$ cat src/rtl/gray_seq_decoder.sv
`default_nettype none
// ============================================================================
//  Module   : gray_seq_decoder
//  Purpose  : Receiver for the 2-bit Gray state sequence
//             {A,B} = 00 -> 10 -> 11 -> 01 -> 00 (forward order).
//             Synchronizes A/B, waits out the synchronizer after reset (INIT),
//             then tracks steps (TRACK). It keeps a wrapping signed-direction
//             position count and flags two-bit (illegal) transitions.
//  Ports    : clock      - rising-edge clock
//             reset      - asynchronous, active-high reset
//             a_in, b_in - Gray bits, asynchronous to clock
//             clear      - synchronous clear of position and error
//             position   - accumulated step count (CNT_W bits, wraps)
//             dir        - direction of last valid step (1 = forward)
//             step       - one-cycle pulse per valid step
//             err_pulse  - one-cycle pulse per illegal transition
//             error      - sticky illegal-transition flag
//             valid      - high once the decoder is in TRACK
//             state_bin  - registered binary index of the synchronized code
//  Revision : 1.0 - initial release
// ============================================================================
module gray_seq_decoder #(
  parameter int CNT_W       = 8,
  parameter int SYNC_STAGES = 2
) (
  input  logic             clock,
  input  logic             reset,
  input  logic             a_in,
  input  logic             b_in,
  input  logic             clear,
  output logic [CNT_W-1:0] position,
  output logic             dir,
  output logic             step,
  output logic             err_pulse,
  output logic             error,
  output logic             valid,
  output logic [1:0]       state_bin
);

  localparam int                 INIT_W    = $clog2(SYNC_STAGES + 1) + 1;
  localparam logic [INIT_W-1:0]  INIT_LAST = INIT_W'(SYNC_STAGES);
  localparam logic [CNT_W-1:0]   POS_ONE   = {{(CNT_W-1){1'b0}}, 1'b1};

  typedef enum logic [0:0] {
    ST_INIT  = 1'b0,
    ST_TRACK = 1'b1
  } state_t;

  state_t                   r_state, w_state_nxt;
  logic [INIT_W-1:0]        r_init_cnt, w_init_cnt_nxt;
  logic [SYNC_STAGES-1:0]   r_sync_a, r_sync_b;
  logic [1:0]               r_prev_code;   // {A,B} seen on the previous cycle
  logic [1:0]               w_cur;         // synchronized {A,B}
  logic [1:0]               w_cur_bin, w_prev_bin, w_delta;
  logic                     w_inc, w_dec, w_err;

  // Gray {A,B} -> binary: 00->0, 10->1, 11->2, 01->3.
  // Upper bit is B, lower bit is A^B.
  function automatic logic [1:0] gray2bin(input logic [1:0] code);
    return {code[0], code[1] ^ code[0]};
  endfunction

  assign w_cur      = {r_sync_a[SYNC_STAGES-1], r_sync_b[SYNC_STAGES-1]};
  assign w_cur_bin  = gray2bin(w_cur);
  assign w_prev_bin = gray2bin(r_prev_code);
  assign w_delta    = w_cur_bin - w_prev_bin;   // modulo-4 by width

  // FSM state register
  always_ff @(posedge clock or posedge reset) begin
    if (reset) begin
      r_state    <= ST_INIT;
      r_init_cnt <= '0;
    end else begin
      r_state    <= w_state_nxt;
      r_init_cnt <= w_init_cnt_nxt;
    end
  end

  // FSM next state and step decode
  always_comb begin
    w_state_nxt    = r_state;
    w_init_cnt_nxt = r_init_cnt;
    w_inc          = 1'b0;
    w_dec          = 1'b0;
    w_err          = 1'b0;
    case (r_state)
      ST_INIT: begin
        // SYNC_STAGES+1 cycles flush the reset zeros out of the
        // synchronizer so prev_code holds the real input before tracking.
        if (r_init_cnt == INIT_LAST) begin
          w_state_nxt = ST_TRACK;
        end else begin
          w_init_cnt_nxt = r_init_cnt + 1'b1;
        end
      end
      ST_TRACK: begin
        case (w_delta)
          2'd1:    w_inc = 1'b1;
          2'd3:    w_dec = 1'b1;
          2'd2:    w_err = 1'b1;
          default: ;
        endcase
      end
      default: w_state_nxt = ST_INIT;
    endcase
  end

  // Synchronizer, code history and registered outputs
  always_ff @(posedge clock or posedge reset) begin
    if (reset) begin
      r_sync_a    <= '0;
      r_sync_b    <= '0;
      r_prev_code <= '0;
      position    <= '0;
      dir         <= 1'b0;
      step        <= 1'b0;
      err_pulse   <= 1'b0;
      error       <= 1'b0;
      valid       <= 1'b0;
      state_bin   <= '0;
    end else begin
      r_sync_a    <= {r_sync_a[SYNC_STAGES-2:0], a_in};
      r_sync_b    <= {r_sync_b[SYNC_STAGES-2:0], b_in};
      // Always advances, so a step decoded under clear is dropped rather
      // than being reported later.
      r_prev_code <= w_cur;
      state_bin   <= w_cur_bin;
      valid       <= (w_state_nxt == ST_TRACK);
      if (clear) begin
        position  <= '0;
        error     <= 1'b0;
        step      <= 1'b0;
        err_pulse <= 1'b0;
      end else begin
        step      <= w_inc | w_dec;
        err_pulse <= w_err;
        if (w_inc) begin
          position <= position + POS_ONE;
          dir      <= 1'b1;
        end else if (w_dec) begin
          position <= position - POS_ONE;
          dir      <= 1'b0;
        end
        if (w_err) begin
          error <= 1'b1;
        end
      end
    end
  end

endmodule
`default_nettype wire

$ cat config.mk
export PLATFORM = sky130hd
export DESIGN_NAME = gray_seq_decoder
export DESIGN_NICKNAME = d
export VERILOG_FILES = /design/src/rtl/gray_seq_decoder.sv
export SDC_FILE = /design/constraint.sdc
export NUM_CORES = 1
export LEC_CHECK = 0
export ABC_AREA = 1
export BUFFER_PORTS_ARGS = -buffer_cell sky130_fd_sc_hd__buf_4
export CORE_MARGIN = 2
export CORE_UTILIZATION = 49
export CTS_CLUSTER_DIAMETER = 40
export DETAILED_ROUTE_END_ITERATION = 10
export GPL_ROUTABILITY_DRIVEN = 0
export GPL_TIMING_DRIVEN = 0
export PLACE_DENSITY = 0.81
export SETUP_SLACK_MARGIN = 0.1
export SLEW_MARGIN = 20
export SYNTH_ARGS = -nofsm -noshare
export SYNTH_HDL_FRONTEND = slang
export SYNTH_SLANG_ARGS = --single-unit
$ cat constraint.sdc
create_clock -name clock -period 2.4 [get_ports clock]
set_input_delay 0.6 -clock clock [delete_from_list [all_inputs] [get_ports clock]]
set_output_delay 0.6 -clock clock [all_outputs]
set_load 0.01 [all_outputs]
==> impl_metrics.tcl <==
set metrics [dict create \
    worstSetupStartpointType "flip-flop" \
    failed_checks "negative setup slack" \
    avgSynthCellArea_um2 8.55 \
    ff2ff_setup_slack_ps -60 \
    status "finished, violations left" \
    swShare 0.425 \
    p_per_area_nw_per_um2 1080 \
    io_pins 20 \
    finClkSkew_ps 2.44 \
    rsz0062_at_grt "true" \
    netlist_instances 140 \
    fp.coreArea_um2 2250 \
    min_period_over_period 1.03 \
    max_cap_violations 0 \
    min_period_ps 2460 \
    viasPerCell 5.33 \
    synth_mux_area_frac 0 \
    synth-simple-area-share 0.216 \
    power.static_leakage_nw 0.880 \
    netlist-cell-type-count 19 \
    place_inst 187 \
    finalMaxSlewViolations 0 \
    num_antenna_cells 0 \
    critical_path_class "reg -> reg" \
    rr_startpoint "r_sync_a[1]" \
    slew_headroom 0.386 \
    p_int_w 0.00102 \
    die_area_um2 2860 \
    synth_top_family_by_area "simple AND/OR/NAND/NOR gates" \
    ant_nets 0 \
    grt_pass1_vias 991 \
    fmax_ghz 0.406 \
    clockBufferDepth 2 \
    synth-adder-area-share 0.111 \
    fp.dieH_um 53.4 \
    ir_drop_v 0.000680 \
    reg2reg_to "position[7]" \
    initial_core_util 0.531 \
    hold_slack_ps 367 \
    dr.first_iter.drc_count 37 \
    worstPathRequired_ps 2630 \
    wirelength_um 3210 \
    combPwrFrac 0.584 \
    cts_sinks 23 \
    cts_tree "yes" \
    power.share.clock 0.108 \
    area_delta_synth_final_pct 37.5 \
    setup_tns_ps -166 \
    cts.clk_slew.worst_paths_ps 140 \
    io_buffers 19 \
    worstHoldPathType "in -> reg" \
    power_frac_seq 0.308 \
    rows 17 \
    cp_common_cell "nand2_1" \
    arrival_ps 2690 \
    ys_ff_latch 23 \
    grt_util_all_layers 0.220 \
    path_buf_inv 2 \
    crit_slowest_cell "dfrtp_1" \
    grt_overflow 0 \
    endpoint "position[7]" \
    synth-compound-area-share 0.0731 \
    place_hpwl_um 1690 \
    power_w 0.00178 \
    cp_top_family "simple AND/OR/NAND/NOR gates" \
    hold_viol_final 0 \
    layout_common_cells "nand2_1 (37), buf_4 (30), dfrtp_1 (23), inv_1 (20), nand2_2 (8)" \
    crit_chain "xor2_1 -> inv_1 -> ha_4 -> nor2_4 -> nand3_4 -> buf_6 -> ha_4 -> nand2_1 -> nor2_1 -> nand2_1 -> nand2_2 -> nand3_1 -> nand3_2 -> nand2_1" \
    async_reset_ff_frac 1.00 \
    cts_buffers 3 \
    drtPass1Iterations 5 \
    synth_ff_type "dfrtp_1" \
    switchingPower_w 0.000756 \
    cts_root_buf "clkbuf_4" \
    worst_pin_slew_ps 920 \
    synth_edf_count 0 \
    drc_errors 0 \
    setup_viol 3 \
    syn_area_um2 1200 \
    wl_per_cell_um 15.7 \
    antenna_found_initial 0 \
    grt_pass1_wl_um 4410 \
    drive_above_1_share 0.364 \
    synth_warnings 0 \
    synth_fp_nets 155 \
    worst_path_largest_cell_delay_ps 420 \
    grt_max_degree 24 \
    startpoint "r_sync_a[1]" \
    insertion_delay_ps 320 \
    finalWorstSetupSlack_ps -60.3 \
    synth_seq_area_share 0.481 \
    routed-via-count 1087 \
    die_w_um 53.4 \
    fin_nets 192 \
    path_depth 14 \
    synth-xor-area-share 0.0366 \
    htreeDepth 1 \
    crit_fanout 8 \
    cp-end-kind "flip-flop" \
    final_common_cell "nand2_1" \
    fin_cells 204 \
    r2r_cells 14 \
]
==> through the flow <==
stage          setup WS (ps)  area, µm²   util
2_1_floorplan            147       1200      -
5_1_grt                 -187       1650  0.730
3_5_place_dp            -212       1380  0.610
6_report               -60.3       1650  0.730
3_3_place_gp           -55.3       1380  0.610
4_1_cts                 83.8       1540  0.681
==> routing by layer <==
layer	track usage	part of all wire	vias to the layer above	wire length, µm
met1	0.254	0.37	522	1190
li1	-	-	509	-
met4	0.0769	0.045	0	145
met2	0.405	0.54	40	1730
met5	0	0	-	0
met3	0.0339	0.044	16	140
==> registers in the layout, summed over array words and instances, names as in the netlist <==
signal	cells
err_pulse	1
r_prev_code	2
state_bin	1
step	1
r_init_cnt	3
r_sync_a	2
r_sync_b	2
position	8
valid	1
dir	1
error	1
==> synth_stat cells, types with 2 or more instances <==
| library cell | n | share of area |
|---|---|---|
| a21oi_1 | 6 | 0.025 |
| dfrtp_1 | 23 | 0.48 |
| ha_1 | 9 | 0.094 |
| inv_1 | 23 | 0.072 |
| nand2_1 | 43 | 0.13 |
| nand2_2 | 2 | 0.010 |
| nand3_1 | 7 | 0.029 |
| nor2_1 | 4 | 0.013 |
| o21ai_0 | 8 | 0.033 |
| o21ai_1 | 2 | 0.0084 |
| xor2_1 | 5 | 0.037 |
==> how the worst min path moves through the flow <==
stage | start | end | slack (ps) | depth (start not counted)
floorplan | r_sync_a[0] | r_sync_a[1] | 330 | 0
global placement | r_sync_a[0] | r_sync_a[1] | 330 | 0
detailed placement | r_sync_a[0] | r_sync_a[1] | 360 | 0
CTS | a_in | r_sync_a[0] | 380 | 1
global route | b_in | r_sync_b[0] | 350 | 1
finish | a_in | r_sync_a[0] | 370 | 1
==> worst register-to-register path, delay by kind of cell (launching register included) <==
family,cells,cell delay [ps]
buffers and inverters,2,290
xor gates and xnor gates,1,210
DFF,1,420
adders and majority gates,2,560
and+or+nand+nor,9,880
==> layout make-up <==
class | instances | area (µm²)
Buffer | 1 | 7.51
Tap cell | 28 | 35.0
Clock inverter | 1 | 5.00
Inverter | 24 | 91.3
Clock buffer | 3 | 22.5
Multi-Input combinational cell | 92 | 658
Timing Repair Buffer | 32 | 251
Fill cell | 162 | 608
Sequential cell | 23 | 576
==> power by group through the flow <==
| stage | clock network (W) | logic (W) | registers (W) |
|---|---|---|---|
| 6_report | 0.000192 | 0.00104 | 0.000547 |
| 5_1_grt | 0.000205 | 0.00112 | 0.000557 |
| 4_1_cts | 0.000187 | 0.000784 | 0.000544 |
| 3_5_place_dp | 0 | 0.000655 | 0.000533 |
| 3_3_place_gp | 0 | 0.000633 | 0.000529 |
| 2_1_floorplan | 0 | 0.000425 | 0.000556 |
==> cell families (layout without fill, tap and decap cells) <==
group	after synthesis	in the layout
compound gates	17	17
xor+xnor	5	5
fa+ha+maj	10	10
buf+inv	25	61
flops	23	23
simple gates	60	60
==> timing repair <==
action	CTS	global route
endpoints found under the setup margin	5	5
setup buffers	5	8
pin swaps	9	16
gates resized for setup	13	16
hold buffers	0	0
(Power assumes the default switching activity.)
